### config.mk
export PLATFORM = sky130hd
export DESIGN_NAME = mem_arbiter
export DESIGN_NICKNAME = d
export VERILOG_FILES = /design/src/rtl/mem_arbiter_pkg.sv /design/src/rtl/mem_arbiter.sv
export SDC_FILE = /design/constraint.sdc
export NUM_CORES = 1
export LEC_CHECK = 0
export ABC_CLOCK_PERIOD_IN_PS = 1700
export CAP_MARGIN = 10
export CORE_UTILIZATION = 38
export CTS_CLUSTER_DIAMETER = 80
export DETAILED_ROUTE_END_ITERATION = 16
export PLACE_DENSITY = 0.77
export REMOVE_ABC_BUFFERS = 1
export SLEW_MARGIN = 20
export SYNTH_ARGS = -nofsm -noshare
export SYNTH_HDL_FRONTEND = slang
export SYNTH_SLANG_ARGS = --single-unit
### constraint.sdc
create_clock -name clk -period 1.7 [get_ports clk]
set_input_delay 0.425 -clock clk [delete_from_list [all_inputs] [get_ports clk]]
set_output_delay 0.425 -clock clk [all_outputs]
set_load 0.005 [all_outputs]
### src/rtl/mem_arbiter_pkg.sv
// Shared types and constants for the fetch/load-store bus arbiter.
// Holds the arbiter state encoding and bus defaults.
package mem_arbiter_pkg;

  typedef enum logic [2:0] {
    ARB_IDLE     = 3'd0,
    ARB_GNT_IF   = 3'd1,
    ARB_GNT_MEM  = 3'd2,
    ARB_HOLD_IF  = 3'd3,
    ARB_HOLD_MEM = 3'd4
  } arb_state_t;

  localparam logic [3:0] BUS_SEL_ALL = 4'hF;

endpackage

### src/rtl/mem_arbiter.sv
// Single-port memory bus arbiter between instruction fetch and MEM stage.
// MEM wins ties; completed results are held while the pipeline stalls.
module mem_arbiter
  import mem_arbiter_pkg::*;
#(
  parameter int ADDR_W = 32,
  parameter int DATA_W = 32
) (
  input  logic              clk,
  input  logic              rst,
  input  logic [5:0]        stall,
  input  logic              flush,
  input  logic              if_ce,
  input  logic [ADDR_W-1:0] if_addr,
  output logic [DATA_W-1:0] if_rdata,
  output logic              if_stallreq,
  input  logic              mem_ce,
  input  logic              mem_we,
  input  logic [ADDR_W-1:0] mem_addr,
  input  logic [3:0]        mem_sel,
  input  logic [DATA_W-1:0] mem_wdata,
  output logic [DATA_W-1:0] mem_rdata,
  output logic              mem_stallreq,
  output logic              bus_req,
  output logic              bus_we,
  output logic [ADDR_W-1:0] bus_addr,
  output logic [3:0]        bus_sel,
  output logic [DATA_W-1:0] bus_wdata,
  input  logic [DATA_W-1:0] bus_rdata,
  input  logic              bus_ack
);

  arb_state_t        state;
  logic [DATA_W-1:0] buf_if;
  logic [DATA_W-1:0] buf_mem;
  logic              stalled;
  logic              ack_if;
  logic              ack_mem;
  logic              done_if;
  logic              done_mem;

  assign stalled  = |stall;
  assign ack_if   = (state == ARB_GNT_IF) && bus_ack;
  assign ack_mem  = (state == ARB_GNT_MEM) && bus_ack;
  assign done_if  = ack_if || (state == ARB_HOLD_IF);
  assign done_mem = ack_mem || (state == ARB_HOLD_MEM);

  assign if_stallreq  = if_ce & ~done_if & ~flush;
  assign mem_stallreq = mem_ce & ~done_mem & ~flush;

  assign if_rdata  = ack_if ? bus_rdata : buf_if;
  assign mem_rdata = ack_mem ? bus_rdata : buf_mem;

  always_ff @(posedge clk) begin
    if (rst) begin
      state     <= ARB_IDLE;
      bus_req   <= 1'b0;
      bus_we    <= 1'b0;
      bus_addr  <= '0;
      bus_sel   <= '0;
      bus_wdata <= '0;
      buf_if    <= '0;
      buf_mem   <= '0;
    end else begin
      unique case (state)
        ARB_IDLE: begin
          if (flush) begin
            state <= ARB_IDLE;
          end else if (mem_ce) begin
            bus_req   <= 1'b1;
            bus_we    <= mem_we;
            bus_addr  <= mem_addr;
            bus_sel   <= mem_sel;
            bus_wdata <= mem_wdata;
            state     <= ARB_GNT_MEM;
          end else if (if_ce) begin
            bus_req  <= 1'b1;
            bus_we   <= 1'b0;
            bus_addr <= if_addr;
            bus_sel  <= BUS_SEL_ALL;
            state    <= ARB_GNT_IF;
          end
        end
        ARB_GNT_IF: begin
          // A flush discards the access even if the ack lands this cycle.
          if (flush) begin
            bus_req <= 1'b0;
            state   <= ARB_IDLE;
          end else if (bus_ack) begin
            bus_req <= 1'b0;
            buf_if  <= bus_rdata;
            state   <= stalled ? ARB_HOLD_IF : ARB_IDLE;
          end
        end
        ARB_GNT_MEM: begin
          if (flush) begin
            bus_req <= 1'b0;
            state   <= ARB_IDLE;
          end else if (bus_ack) begin
            bus_req <= 1'b0;
            buf_mem <= bus_rdata;
            state   <= stalled ? ARB_HOLD_MEM : ARB_IDLE;
          end
        end
        ARB_HOLD_IF, ARB_HOLD_MEM: begin
          if (flush || !stalled) state <= ARB_IDLE;
        end
        default: begin
          bus_req <= 1'b0;
          state   <= ARB_IDLE;
        end
      endcase
    end
  end

endmodule

==> results.yml, run 1 <==
logic_synthesis:
  ys.flop_type: "dfxtp_1"
  synth_edf_count: 0
  synth_top_area_share_pct: 44.1
  yosys_warnings: 0
  ys_seq_elements: 137
  synthCells: 713
  synth.most_common_cell: "nand2_1"
  syn_area_mm2: 0.00622
  synth_area_leaders: "dfxtp_1 44%, mux2_2 12%, nand2_1 12%"
  yosysSeqAreaShare_pct: 44.1
  yosys-top-cells-count: "195 x nand2_1, 137 x dfxtp_1, 99 x a21oi_1"
  synth_cell_type_count: 33
  syn_area_per_cell_um2: 8.73
  yosysTopAreaCell: "dfxtp_1"
  synthArstFlopShare_pct: 0
pwr:
  max-vdd-ir-drop_uv: 766
  p_per_area_mw_per_mm2: 805
  p_total_mw: 9.42
  leakage_nw: 5.32
worst_setup_path:
  cp_max_fo: 6
  cp_common_cell: "buf_6"
  arrival_ns: 1.91
  critPathKind: "reg2out"
  crit_path_end_kind: "primary output"
  crit_chain: "and4bb_4 -> buf_6 -> buf_16 -> buf_12 -> mux2_4 -> buf_6"
  start_kind: "register"
  crit_slowest_cell: "and4bb_4"
  critPathRequiredTime_ns: 1.27
  slowest_delay_ns: 0.38
final_layout:
  fillers: 1092
  multi_input_area_mm2: 0.00355
  synthToLayoutAreaGrowth_pct: 88.0
  seqCellArea_mm2: 0.00275
  drive_above_1_share_pct: 33.2
  final_nets: 1221
  final_area_mm2: 0.0117
clock_network:
  cts.htree.levels: 4
  clkTransAtPathRegs_ns: 0.05
  clock_latency_ns: 0.42
  cts.sinks: 137
  numCtsBuffers: 17
  cts.path.max_buffers: 2
  root_buffer: "clkbuf_16"
  cts_tree: "yes"
  hold_buffers: 0
timing:
  finalSetupViolCount: 78
  tightest_slew_ns: 0.349
  max_freq_mhz: 429
  finalHoldViolCount: 0
  max_slew_margin_pct: 76.1
  finalSetupTns_ns: -34.54
  period_minus_slack_ns: 2.33
  fin_skew_ns: 0.00956
  fin_crit_sh_pct: 137
  drv_slew: 0
  worst_slack_ns: -0.633
  rsz0062_at_grt: "true"
global_route:
  grt_overflow: 0
  grt_max_degree: 64
  grt_pass1_vias: 6290
  grtUsageTotal_pct: 26.0
  grt_pass1_wl_um: 33300
  antenna_found_initial: 1
placement:
  dpl.hpwl_um: 13600
  pre_cts_slack_ns: -0.970
  portBuffers: 280
  gp_congestion: 0.786
  placed_cell_area_mm2: 0.00968
floorplanning:
  core_area_mm2: 0.0159
  die_area_mm2: 0.0169
  start_util_pct: 39.0
  fp.dieH_um: 130
  fp-row-count: 46
  die_w_um: 130
  ios: 281
routing:
  drc: 0
  drtIter0Drc: 370
  dr_total_vias: 6558
  viasPerCell: 5.03
  ant_nets: 0
  wl_um: 23400
  wire_per_inst_um: 17.9
  drt-pass1-iter-count: 5
status:
  violations: "setup timing"
  status: "finished, violations left"
run:
  cap_violations: 0
min_path:
  hp-class: "in2reg"
power by group:
part / switching, mW / internal [mW]
clock network: 1.41 / 2.53
logic: 0.811 / 1.22
registers: 0.0854 / 3.37
total: 2.31 / 7.11
registers in the layout, indices dropped and copies added, names as in the netlist:
signal / count
buf_if: 32
buf_mem: 32
bus_addr: 32
bus_wdata: 32
bus_sel: 4
state: 3
bus_req: 1
bus_we: 1
layout by cell type, fill, tap and decap left out, drive strengths merged, types with 34 or more instances in the layout:
master	count
nand2	195
a211oi	34
dfxtp	137
a21oi	99
nor2	48
clkdlybuf4s50	143
dlymetal6s2s	37
buf	187
mux2	66
through the flow:
step           hold WS, ns  utilization, %  instances
2_1_floorplan        0.428               -        652
3_3_place_gp         0.440            60.7       1218
3_5_place_dp         0.444            60.7       1218
4_1_cts              0.286            70.8       1292
5_1_grt              0.295            73.4       1305
6_report             0.305            73.4       1305
repair_timing:
item,in CTS,in global routing
endpoints found under the setup margin,100,184
gates resized for setup,462,108
gates cloned,9,6
buffers inserted,35,25
pin swaps,4,24
routing by layer:
layer | GRT usage, % | vias to the layer above | part of all wire [%]
li1 | - | 3147 | -
met1 | 29.8 | 3120 | 40
met2 | 47.0 | 247 | 52
met3 | 6.52 | 44 | 5.8
met4 | 8.62 | 0 | 2.3
met5 | 0 | - | 0
worst max-delay path, delay by kind of cell (launching register included):
family        cells  cell delay (ns)
flops             1             0.32
mux               1             0.29
simple gates      1             0.38
buf+inv           4             0.50
final cells by class:
cell class | instances | area share (%)
antenna | 1 | 0.0214
clock buffer | 20 | 3.90
clock inverter | 11 | 1.46
inverter | 5 | 0.160
multi-input combinational | 510 | 30.3
sequential | 137 | 23.5
tap | 216 | 2.31
timing repair buffer | 405 | 38.3
kinds of logic after synthesis:
| logic type | Yosys count | share of synthesized area [%] |
|---|---|---|
| DFF | 137 | 44.1 |
| AOI/OAI and AO/OA | 147 | 16.4 |
| muxes | 98 | 17.1 |
| and+or+nand+nor | 265 | 17.3 |
| buffers and inverters | 66 | 5.11 |
worst paths after layout:
| path | startpoint | endpoint | slack, ns | cells past startpoint |
|---|---|---|---|---|
| setup / recovery | state[1] | if_rdata[1] | -0.63 | 6 |
| hold / removal | rst | bus_we | 0.31 | 2 |
| setup reg to reg | state[0] | bus_addr[1] | -0.06 | 10 |
| hold reg to reg | bus_wdata[0] | bus_wdata[0] | 0.45 | 2 |
Power figures use the tool's default switching activity.
==> inputs of run 2 (changes only) <==
Settings changed: ABC_AREA set to 1, CORE_UTILIZATION 38 to 37.
==> run 2 against run 1 <==
  * The flow still finishes with violations (setup timing)
  * Fmax up 5.2%
  * Combinational power up 9.9%
  * Sequential power up 3%
  * Critical path type unchanged
==> results.yml, run 2 <==
final_layout:
  drive_above_1_share_pct: 31.6
  final_common_cell: "clkdlybuf4s50_1"
  finish.utilization_pct: 72.4
  layout_common_cells: "152 x clkdlybuf4s50_1, 130 x dfxtp_1, 92 x nand2_1, 78 x o21ai_1, 78 x o21ai_2"
  final_nets: 1315
  final_area_mm2: 0.0111
  antennaDiodeCount: 0
  synthToLayoutAreaGrowth_pct: 88.8
timing:
  period_minus_slack_ns: 2.22
  worst_slack_ns: -0.518
  fin_skew_ns: 0.00432
  finalHoldViolCount: 0
  tightest_slew_ns: 0.389
  finalSetupViolCount: 107
  drv_slew: 0
  max_freq_mhz: 451
  finalSetupTns_ns: -28.59
  max_slew_margin_pct: 74.1
  rsz0062_at_grt: "true"
  fin_crit_sh_pct: 130
clock_network:
  clkTransAtPathRegs_ns: 0.06
  cts.sinks: 137
  cts.htree.levels: 4
  cts.path.max_buffers: 2
  clock_latency_ns: 0.41
  hold_buffers: 0
  cts_tree: "yes"
  numCtsBuffers: 17
  root_buffer: "clkbuf_16"
placement:
  portBuffers: 280
  pre_cts_slack_ns: -0.922
  placed_cell_area_mm2: 0.00927
  dpl.hpwl_um: 12900
  gp_congestion: 0.813
worst_setup_path:
  start_kind: "register"
  critPathRequiredTime_ns: 1.27
  regToRegStartpoint: "state[1]"
  crit_path_end_kind: "primary output"
  startpoint: "state[0]"
  cp_max_fo: 6
  arrival_ns: 1.79
  critPathKind: "reg2out"
routing:
  wl_um: 24000
  viasPerCell: 5.19
  drt-pass1-iter-count: 6
  dr_total_vias: 7235
  ant_nets: 0
  drc: 0
  drtIter0Drc: 438
  wire_per_inst_um: 17.2
min_path:
  hp-start: "bus_req"
  hp-class: "reg2reg"
global_route:
  grt_pass1_wl_um: 32000
  grt_max_degree: 57
  antenna_found_initial: 0
  grtUsageTotal_pct: 24.6
  grt_pass1_vias: 6500
  grt_overflow: 0
pwr:
  p_total_mw: 9.67
  intPower_mw: 7.10
  comb_power_share_pct: 23.1
  p_seq_share_pct: 36.9
  leakage_nw: 5.39
  clkPwrFrac_pct: 40.0
  swShare_pct: 26.6
  max-vdd-ir-drop_uv: 650
  p_per_area_mw_per_mm2: 869
  p_sw_mw: 2.57
logic_synthesis:
  yosys-top-cells-count: "145 x nand2_1, 137 x dfxtp_1, 132 x o21ai_0"
  yosysTopAreaCell: "dfxtp_1"
  synth_edf_count: 0
  synth_top_area_share_pct: 46.5
  ys_seq_elements: 137
  yosysSeqAreaShare_pct: 46.5
  synthCells: 823
  synth_area_leaders: "dfxtp_1 47%, o21ai_0 11%, nand2_1 9.2%"
  syn_area_mm2: 0.00589
  synth_cell_type_count: 25
  ys.flop_type: "dfxtp_1"
  synthArstFlopShare_pct: 0
  synth.most_common_cell: "nand2_1"
  syn_area_per_cell_um2: 7.16
  yosys_warnings: 0
floorplanning:
  fp-row-count: 45
  die_area_mm2: 0.0164
  die_w_um: 128
  fp.dieH_um: 128
  start_util_pct: 38.3
  ios: 281
  core_area_mm2: 0.0154
run:
  cap_violations: 0
status:
  status: "finished, violations left"
  violations: "setup timing"
run 2: changes by cell type in the layout (fill, tap and decap cells not counted), moves of 32 or more:
cell	before	now
a31oi_1	0	32
buf_2	3	65
buf_6	90	20
inv_1	5	70
mux2_4	66	0
mux2i_1	32	0
nand2_1	190	92
nor2_1	41	77
o21ai_0	4	37
o21ai_1	0	78
o21ai_2	1	78
run 2: final timing paths:
path / endpoint / slack (ns) / depth (start not counted)
min: bus_req / 0.45 / 2
max: mem_rdata[10] / -0.52 / 8
max reg2reg: buf_if[1] / -0.10 / 11
min reg2reg: bus_req / 0.45 / 2
run 2: layout make-up:
cell class                      instances  area [µm²]
Clock buffer                           18         429
Clock inverter                         13         178
Fill cell                            1111        4250
Inverter                               79         308
Multi-Input combinational cell        546        3190
Sequential cell                       137        2760
Tap cell                              211         264
Timing Repair Buffer                  389        4000
run 2: logic make-up (layout without fill, tap and decap cells):
logic type / after synthesis / count (layout) / share of synthesized area (%)
flops: 137 / 137 / 46.5
compound gates: 298 / 298 / 26.0
simple gates: 248 / 248 / 16.9
buf+inv: 140 / 499 / 10.5
run 2: per-stage QoR:
| step | cells | hold WS (ns) |
|---|---|---|
| floorplan | 762 | 0.427 |
| global placement | 1316 | 0.432 |
| detailed placement | 1316 | 0.438 |
| CTS | 1377 | 0.451 |
| global route | 1393 | 0.474 |
| finish | 1393 | 0.450 |
run 2: per-layer routing:
metal | share of wire, % | up-vias | track usage [%]
li1 | - | 3435 | -
met5 | 0 | - | 0
met3 | 7.8 | 96 | 5.80
met1 | 38 | 3328 | 28.8
met2 | 49 | 376 | 41.0
met4 | 5.3 | 0 | 13.8
run 2: worst max-delay path, cell delays in order (launching register included):
cell and delay [ns]:
dfxtp_4 0.36, inv_2 0.07, nand3_4 0.07, nor2_4 0.18, clkbuf_16 0.22, clkbuf_16 0.17, nand2_2 0.05, o21ai_1 0.11
buf_2 0.15
run 2: power groups by stage:
stage          clock network (mW)  logic, mW  registers (mW)
6_report                     3.87       2.23            3.57
2_1_floorplan                   0      0.623            3.65
3_3_place_gp                    0       1.92            3.62
3_5_place_dp                    0       1.94            3.63
4_1_cts                      3.90       2.04            3.57
5_1_grt                      4.05       2.41            3.60
run 2: timing repair:
action / in CTS / in global routing
resized for setup: 445 / 206
pin swaps: 5 / 5
cloned: 7 / 14
endpoints found under the setup margin: 87 / 192
buffers inserted: 23 / 9
